## config.mk

```make
export PLATFORM = sky130hd
export DESIGN_NAME = ifetch_queue
export DESIGN_NICKNAME = d
export VERILOG_FILES = /design/src/rtl/ifq_pkg.sv /design/src/rtl/ifq_fifo.sv /design/src/rtl/ifetch_queue.sv
export SDC_FILE = /design/constraint.sdc
export NUM_CORES = 1
export LEC_CHECK = 0
export CAP_MARGIN = 20
export CORE_MARGIN = 2
export CORE_UTILIZATION = 55
export CTS_CLUSTER_DIAMETER = 50
export DETAILED_ROUTE_END_ITERATION = 7
export PLACE_DENSITY = 0.77
export SLEW_MARGIN = 5
export SYNTH_ARGS = -nofsm -noshare
export SYNTH_HDL_FRONTEND = slang
export SYNTH_SLANG_ARGS = --single-unit
```

## constraint.sdc

```tcl
create_clock -name clk -period 6.9 [get_ports clk]
set_input_delay 2.07 -clock clk [delete_from_list [all_inputs] [get_ports clk]]
set_output_delay 2.07 -clock clk [all_outputs]
set_load 0.01 [all_outputs]
```

## src/rtl/ifq_pkg.sv

```systemverilog
// Shared types and sizing helpers for the instruction-fetch queue.
package ifq_pkg;

    typedef struct packed {
        logic [31:0] pc;
        logic [31:0] instr;
    } ifq_entry_t;

    localparam logic [31:0] DEFAULT_RESET_PC = 32'h0000_0000;

    // Count width able to hold the value depth itself (0..depth).
    function automatic int cnt_width(input int depth);
        return $clog2(depth) + 1;
    endfunction

endpackage

```

## src/rtl/ifq_fifo.sv

```systemverilog
// Generic synchronous FIFO with push/pop/clear, full/empty and occupancy count.
module ifq_fifo
    import ifq_pkg::*;
#(
    parameter int WIDTH = 64,
    parameter int DEPTH = 4
) (
    input  logic                     clk,
    input  logic                     rst,
    input  logic                     clear,
    input  logic                     push,
    input  logic [WIDTH-1:0]         push_data,
    input  logic                     pop,
    output logic [WIDTH-1:0]         head,
    output logic                     full,
    output logic                     empty,
    output logic [$clog2(DEPTH):0]   count
);

    localparam int AW = (DEPTH > 1) ? $clog2(DEPTH) : 1;
    localparam int CW = cnt_width(DEPTH);

    logic [WIDTH-1:0] mem [DEPTH];
    logic [AW-1:0]    wr_ptr, rd_ptr;
    logic             do_push, do_pop;

    // Pointers wrap explicitly so non-power-of-two depths also work.
    function automatic logic [AW-1:0] nxt(input logic [AW-1:0] p);
        return (p == AW'(DEPTH - 1)) ? '0 : p + 1'b1;
    endfunction

    assign empty   = (count == '0);
    assign full    = (count == CW'(DEPTH));
    assign do_pop  = pop && !empty;
    assign do_push = push && (!full || do_pop);
    assign head    = mem[rd_ptr];

    always_ff @(posedge clk) begin
        if (do_push && !rst && !clear)
            mem[wr_ptr] <= push_data;
    end

    always_ff @(posedge clk) begin
        if (rst || clear) begin
            wr_ptr <= '0;
            rd_ptr <= '0;
            count  <= '0;
        end else begin
            if (do_push) wr_ptr <= nxt(wr_ptr);
            if (do_pop)  rd_ptr <= nxt(rd_ptr);
            case ({do_push, do_pop})
                2'b10:   count <= count + 1'b1;
                2'b01:   count <= count - 1'b1;
                default: count <= count;
            endcase
        end
    end

endmodule

```

## src/rtl/ifetch_queue.sv

```systemverilog
// Instruction-fetch front end: sequential fetch, in-order response buffering, redirect/stall handling.
// Optional IFQ_BYPASS_EN: a response arriving at an empty queue is shown to IF/ID in the same cycle.
module ifetch_queue
    import ifq_pkg::*;
#(
    parameter int          DEPTH    = 4,
    parameter int          MAX_OUT  = 4,
    parameter logic [31:0] RESET_PC = DEFAULT_RESET_PC
) (
    input  logic        clk,
    input  logic        rst,
    input  logic        redirect,
    input  logic [31:0] redirect_addr,
    input  logic        stall,
    output logic        imem_req,
    output logic [31:0] imem_addr,
    input  logic        imem_ack,
    input  logic        imem_rvalid,
    input  logic [31:0] imem_rdata,
    output logic        if_valid,
    output logic [31:0] if_instruction,
    output logic [31:0] if_pc_4,
    output logic [3:0]  if_pcHigh4
);

    localparam int CW = cnt_width(DEPTH);
    localparam int OW = cnt_width(MAX_OUT);

    logic [31:0]   fetch_pc;
    logic [OW-1:0] drop_cnt, outstanding;
    logic [CW-1:0] count;
    logic [CW:0]   occupancy;
    logic [31:0]   tag;
    logic          tag_full, tag_empty, data_full, data_empty;
    logic          accept, resp, drop, push, pop, bypass;
    ifq_entry_t    head, push_entry, shown;

    // Buffered plus in-flight words never exceed DEPTH, so the data FIFO cannot overflow.
    assign occupancy = (CW+1)'(count) + (CW+1)'(outstanding);
    assign imem_req  = !rst && !redirect && (occupancy < (CW+1)'(DEPTH)) && !tag_full;
    assign imem_addr = fetch_pc;
    assign accept    = imem_req && imem_ack;

    // Stray responses with nothing outstanding (e.g. across a reset) are ignored.
    assign resp       = imem_rvalid && !tag_empty;
    assign drop       = resp && ((drop_cnt != '0) || redirect);
    assign push_entry = '{pc: tag, instr: imem_rdata};

`ifdef IFQ_BYPASS_EN
    assign bypass = resp && !drop && data_empty && !rst;
`else
    assign bypass = 1'b0;
`endif

    assign push = resp && !drop && !(bypass && !stall);
    assign pop  = !data_empty && !stall;

    assign shown          = bypass ? push_entry : head;
    assign if_valid       = !rst && (!data_empty || bypass);
    assign if_instruction = if_valid ? shown.instr : '0;
    assign if_pc_4        = if_valid ? shown.pc + 32'd4 : '0;
    assign if_pcHigh4     = if_valid ? shown.pc[31:28] : '0;

    always_ff @(posedge clk) begin
        if (rst) begin
            fetch_pc <= RESET_PC;
            drop_cnt <= '0;
        end else if (redirect) begin
            // Every word still in flight after this cycle belongs to the old stream.
            fetch_pc <= redirect_addr;
            drop_cnt <= outstanding - OW'(resp);
        end else begin
            if (accept) fetch_pc <= fetch_pc + 32'd4;
            if (resp && drop_cnt != '0) drop_cnt <= drop_cnt - 1'b1;
        end
    end

    ifq_fifo #(.WIDTH(32), .DEPTH(MAX_OUT)) u_tag_fifo (
        .clk       (clk),
        .rst       (rst),
        .clear     (1'b0),
        .push      (accept),
        .push_data (fetch_pc),
        .pop       (resp),
        .head      (tag),
        .full      (tag_full),
        .empty     (tag_empty),
        .count     (outstanding)
    );

    ifq_fifo #(.WIDTH($bits(ifq_entry_t)), .DEPTH(DEPTH)) u_data_fifo (
        .clk       (clk),
        .rst       (rst),
        .clear     (redirect),
        .push      (push),
        .push_data (push_entry),
        .pop       (pop),
        .head      (head),
        .full      (data_full),
        .empty     (data_empty),
        .count     (count)
    );

    a_no_overflow: assert property (@(posedge clk) disable iff (rst) !(push && data_full));

endmodule

```

==> impl_results.md, run 1 <==
- Placed cell area: 20000 um2
- Fin. Hold Viols: 0
- Cts bufs inserted: 47
- Synth warn: 0
- Critical Path Start: rst
- Flops & latches, synth: 437
- Hold path depth: 2
- Period utilization: 90.3%
- Share of cells above drive strength 1: 16.3%
- Post-CTS Setup Repair Bufs: 0
- Max Root-Sink Buffers: 3
- IO Pins: 172
- Cell area after layout: 21600 um2
- FF+latch area: 12600 um2
- Die Area: 33900 um2
- ANT nets after route: 0
- Via count: 10200
- Hold_ws: 0.476 ns
- Pwr dens: 278 nW/um2
- Synth async-reset ratio: 0%
- Die height: 184 um
- Port buffer count: 171
- Ant. Diodes: 0
- FF-to-FF path depth: 9
- GRT Total Usage: 22.9%
- Min-delay src: u_tag_fifo.rd_ptr[1]
- Endpoint type of the worst setup path: primary output
- Fmax: 160 MHz
- Fillers: 2081
- Post-Syn Area: 17800 um2
- Hold Crit Class: reg2reg
- Outcome: finished, final reports clean
- Clk sinks: 437
- Worst-path clk slew: 0.06 ns
- DRT Wirelength: 37800 um
- Worst slew pin tran: 0.978 ns
- CTS tree: done
- Relative slew slack: 34.8%
- Crit path arrival time: 4.16 ns
- Sequential area share after synthesis: 70.6%
- R2r setup slk: 3.98 ns
- First-pass GRT wire length: 59000 um
- Static Leak: 6.81 nW
- Max Cap Violations: 0
- Hold buffer count at cts: 0
- Initial Util: 56.2%
- Post_cts resized: 0
- Synth Net Count: 1136
- Post-DR vias/cell: 6.08
- Reg2reg start: u_tag_fifo.count[2]
- Clk_skew: 0.0175 ns
- Unique masters post-synth: 57
- VDD IR max: 0.194 mV
- Post-detail-place hpwl: 23400 um
- Clk root buf: clkbuf_16
- Total power: 6.00 mW
- Slew Viols, Final: 0
- Vias in the first global route: 10300
- Die span in x: 184 um
- Core Area: 31700 um2
- Number of flops mapped to enable cells by yosys: 384
- Required @ worst endpoint: 4.83 ns
- Post-Syn Instances: 1045
- DR DRC count: 0
- Min Tclk post-route: 6.23 ns
- Largest net degree at the start of global routing: 65
- Worst Path Max Fanout: 36
- Main flop type after synthesis: edfxtp_1
- Clk_lat worst skew: 0.54 ns
- H-tree levels: 2
- Antenna violations before repair: 0
- Setup TNS Final: 0 ns
- Congestion Overflow GR: 0
- RD Place Congestion: 0.809
- Multi-input logic area: 4940 um2
- Row Count: 65
- DR WL/cell: 22.5 um
- Unrepaired setup endpoints after global routing: false
- Initial DRC count: 948
- Layout area overhead: 20.8%
- Synthesized area per cell: 17.1 um2
- Final setup viols: 0
- Nets: 1330
- CP Class: in2out
- DR pass1 iterations: 5
- Crit start category: input port
[routing by layer]
layer / vias to the layer above / routed length (um) / GRT usage, %
met5: - / 0 / 0
met4: 0 / 815 / 6.43
met3: 66 / 3280 / 5.45
met2: 479 / 17700 / 36.0
met1: 5078 / 16000 / 32.4
li1: 4577 / - / -
[path summary, 6_finish.rpt]
check                           end
hold / removal                 flop
setup / recovery  if_instruction[3]
hold reg to reg                flop
setup reg to reg      imem_addr[22]
[registers in the layout, summed over array words and instances (netlist names), named ones only]
name                flops
drop_cnt                3
u_tag_fifo.rd_ptr       2
u_data_fifo.mem       256
u_data_fifo.rd_ptr      2
u_data_fifo.count       3
u_data_fifo.wr_ptr      2
u_tag_fifo.wr_ptr       2
imem_addr              32
u_tag_fifo.mem        128
u_tag_fifo.count        3
[where the power goes]
group / switching, mW / internal, mW / leakage (nW)
Clock: 0.979 / 1.43 / 0.738
Combinational: 0.293 / 0.266 / 2.15
Sequential: 0.0596 / 2.97 / 3.92
[per-stage QoR]
| stage | util, % | std cells | setup WS [ns] |
|---|---|---|---|
| 2_1_floorplan | - | 1045 | 1.78 |
| 3_3_place_gp | 63.2 | 1592 | 0.748 |
| 3_5_place_dp | 63.2 | 1592 | 0.706 |
| 4_1_cts | 68.0 | 1679 | 0.693 |
| 5_1_grt | 68.0 | 1679 | 0.504 |
| 6_report | 68.0 | 1679 | 0.667 |
[critical path, stage by stage]
cell             delay (ns)
clkdlybuf4s50_1        0.47
or2_2                  0.38
inv_1                  0.17
buf_4                  0.33
and2_1                 0.20
clkdlybuf4s50_1        0.53
[kinds of logic (layout without fill, tap and decap cells)]
| family | Yosys count | in the layout | synth area share (%) |
|---|---|---|---|
| DFF | 437 | 437 | 70.6 |
| AOI/OAI and AO/OA | 97 | 97 | 3.65 |
| adders and majority gates | 21 | 21 | 1.56 |
| muxes | 107 | 107 | 12.8 |
| buffers and inverters | 75 | 307 | 1.73 |
| and+or+nand+nor | 287 | 287 | 8.68 |
| xor gates and xnor gates | 21 | 21 | 1.03 |
[synthesized netlist by cell type (9+ instances only)]
cell / count / area share [%]
xor2_1: 9 / 0.44
edfxtp_1: 384 / 65
buf_2: 12 / 0.34
o31ai_1: 9 / 0.38
inv_1: 24 / 0.50
and3_1: 15 / 0.53
o311ai_0: 13 / 0.64
ha_1: 19 / 1.3
nand4_1: 17 / 0.60
or4_1: 12 / 0.50
mux4_2: 96 / 12
nor3_1: 15 / 0.42
nor4_1: 11 / 0.39
and2_1: 42 / 1.5
xnor2_1: 12 / 0.59
nand3_1: 22 / 0.62
a31oi_1: 18 / 0.63
clkbuf_1: 28 / 0.59
dfxtp_1: 53 / 5.9
and4_1: 9 / 0.44
nor2_1: 51 / 1.1
nand2_1: 59 / 1.2
a21oi_1: 27 / 0.76
or3_1: 17 / 0.60
[cell type report]
type	count	area share, %
flip-flops and latches	437	58.5
multi-input cells	533	22.9
well taps	402	2.33
inverters	24	0.418
clock buffers	63	6.12
repair buffers	196	8.87
clock inverters	24	0.859
[cell usage in the layout, fill, tap and decap left out, types with 11 or more instances in the layout]
cell type,Yosys,layout
o311ai_0,13,13
xnor2_1,12,12
nor2_1,51,51
ha_1,19,19
and2_1,42,42
clkbuf_16,0,50
mux4_2,96,96
nor3_1,15,15
inv_1,24,24
clkdlybuf4s50_1,0,171
or3_1,17,17
nand3_1,22,22
nand4_1,17,17
buf_4,3,24
nor4_1,11,11
edfxtp_1,384,384
a21oi_1,27,27
nand2_1,59,59
or4_1,12,12
clkbuf_1,28,11
dfxtp_1,53,49
and3_1,15,11
clkinv_1,0,12
a31oi_1,18,18
(Power assumes the default switching activity.)
==> inputs of run 2 (changes only) <==
Settings changed: HOLD_SLACK_MARGIN set to 0.15.
==> results of run 2 <==
The final DEF is identical to that of run 1; final timing and power are the same.
==> patch: new RTL, settings of run 1 <==
Make the reset (`rst`) asynchronous in one clocked block.
--- a/src/rtl/ifetch_queue.sv
+++ b/src/rtl/ifetch_queue.sv
@@ -61,7 +61,7 @@
     assign if_pc_4        = if_valid ? shown.pc + 32'd4 : '0;
     assign if_pcHigh4     = if_valid ? shown.pc[31:28] : '0;
 
-    always_ff @(posedge clk) begin
+    always_ff @(posedge clk or posedge rst) begin
         if (rst) begin
             fetch_pc <= RESET_PC;
             drop_cnt <= '0;
Function: differs if rst is asserted again (counterexample within 4 cycles, from zero or initial values and one cycle with rst high); with rst held inactive, the same outputs for 4 cycles.
==> patch against run 1 <==
Design area down 0.11%; critical path depth unchanged; power down 1.2%; wire length down 4.7%; worst setup slack worse by 0.040 ns; sequential cell count unchanged; area after synthesis up 0.13%; clock skew about the same; count of clock-buffer cells in the layout down 4; core utilization down 0.25 points; critical path type unchanged; largest cell class unchanged.
==> patch: results (changes against run 1) <==
Clocking
  – CTS Buf Count: 46 (-2.1%)
  – PostCTS Resize Cnt: 0 (unchanged)
  – Htree depth: 2 (unchanged)
  – Root buffer cell: clkbuf_16
  – Clk slew on worst S/H paths: 0.06 ns (about the same)

Synthesis
  – Syn Nets: 1085 (-4.5%)
  – Synth async-reset ratio: 0.0801 (+0.0801)
  – Distinct cell type count after synthesis: 57 (unchanged)
  – Ys Warns: 0 (unchanged)
  – Synth Area in XOR/XNOR: 0.0177 (+0.00734)
  – Synth Area in Compound Gates: 0.0309 (-0.00565)
  – Register area share after synthesis: 0.715 (+0.00887)
  – Synth area leaders: edfxtp_1 65%, mux4_2 10%, dfrtp_1 4.9%
  – Post-synth EDFFs: 384 (unchanged)
  – Post-synthesis mux area share: 0.129 (+0.00158)
  – Most frequent cells after synthesis: 384 x edfxtp_1, 79 x mux4_2, 58 x nand2_1
  – Synth Area in Adders: 0.0155 (-0.0000207)
  – Post-Synthesis Cells: 994 (-4.9%)

Finish
  – Filler instances: 2087 (+0.29%)
  – Share of layout cells above drive strength 1: 0.161 (-0.00175)
  – Largest register FFs: 256 (unchanged)
  – N_diodes: 0 (unchanged)
  – # nets final: 1288 (-3.2%)
  – FF+latch area: 12800 sq um (+1.4%)
  – Biggest register: u_data_fifo.mem

Pwr
  – Lkg Pwr: 7.06 nW (+3.7%)
  – P_sw: 1.35 mW (+1.1%)
  – P_comb: 0.544 mW (-3%)
  – Sequential power share: 0.519 (+0.013)
  – Peak supply drop: 0.174 mV (-10%)
  – Comb pwr share: 0.092

Routing
  – Avg WL per Cell: 21.6 um (-4.2%)
  – Iter 0 DRT Violations: 761 (-20%)
  – Routed vias/inst: 5.85 (-3.7%)
  – Routed WL: 36.0 mm (-4.7%)

Global routing
  – First-pass GRT wire length: 55.9 mm (-5.3%)
  – Largest net degree at the start of global routing: 65 (unchanged)
  – Total GRT Usage: 0.219 (-0.00996)
  – Number of global-route vias before repair: 9896 (-4.3%)

Critical path
  – CP Max Fanout: 29 (-19%)
  – Critical Path AT: 4.20 ns (+0.04 ns)

Placed design
  – Routability cong.: 0.820 (+1.4%)
  – DP Area: 20100 sq um (+0.27%)
  – Post-DP HPWL: 22.1 mm (-5.5%)
  – Place WS: 0.638 ns (-0.0684 ns)
  – Placed Cells incl. Taps: 1584 (-0.50%)

Timing
  – Worst-Margin Slew: 1.04 ns (+0.0608 ns)
  – Worst Skew: 0.0177 ns (+0.000137 ns)

Status
  – Status: completed

Hold path
  – Worst hold path type: reg -> reg
patch: cell types whose count changed after synthesis, moves of 13 or more:
cell     change
mux4_2      -17
dfxtp_1     -35
dfrtp_1     +35
mux4_1      +17
o21ai_0     +13
xor2_1      +14
patch: layout make-up:
cell class,count,area share
clock buffer,59,0.0557
clock inverter,27,0.0106
inverter,25,0.00447
multi-input combinational,492,0.222
sequential,437,0.593
tap,435,0.0253
timing repair buffer,195,0.0884
patch: kinds of logic after synthesis:
family / after synthesis
DFF: 437
and+or+nand+nor: 248
muxes: 104
AOI/OAI and AO/OA: 83
buffers and inverters: 65
xor gates and xnor gates: 36
adders and majority gates: 21
patch: final timing paths:
| kind | from | endpoint | slack [ns] | depth (start not counted) |
|---|---|---|---|---|
| setup / recovery | rst | if_pc_4[10] | 0.63 | 6 |
| hold / removal | u_tag_fifo.rd_ptr[1] | register | 0.47 | 2 |
| setup reg to reg | u_tag_fifo.count[2] | u_tag_fifo.count[2] | 3.31 | 12 |
| hold reg to reg | u_tag_fifo.rd_ptr[1] | register | 0.47 | 2 |
| max in group asynchronous | rst | imem_addr[0] | 4.33 | 4 |
| min in group asynchronous | rst | imem_addr[16] | 2.22 | 4 |
patch: worst max-delay path, stage by stage:
cell             delay (ns)
clkdlybuf4s50_1        0.46
buf_4                  0.19
or2_2                  0.33
buf_4                  0.24
a21oi_1                0.30
clkdlybuf4s50_1        0.60
patch: layer usage:
| layer | wire length [um] | vias to the layer above | track usage |
|---|---|---|---|
| li1 | - | 4369 | - |
| met1 | 15300 | 4938 | 0.308 |
| met2 | 17500 | 407 | 0.358 |
| met3 | 2390 | 60 | 0.0336 |
| met4 | 855 | 0 | 0.0675 |
| met5 | 0 | - | 0 |
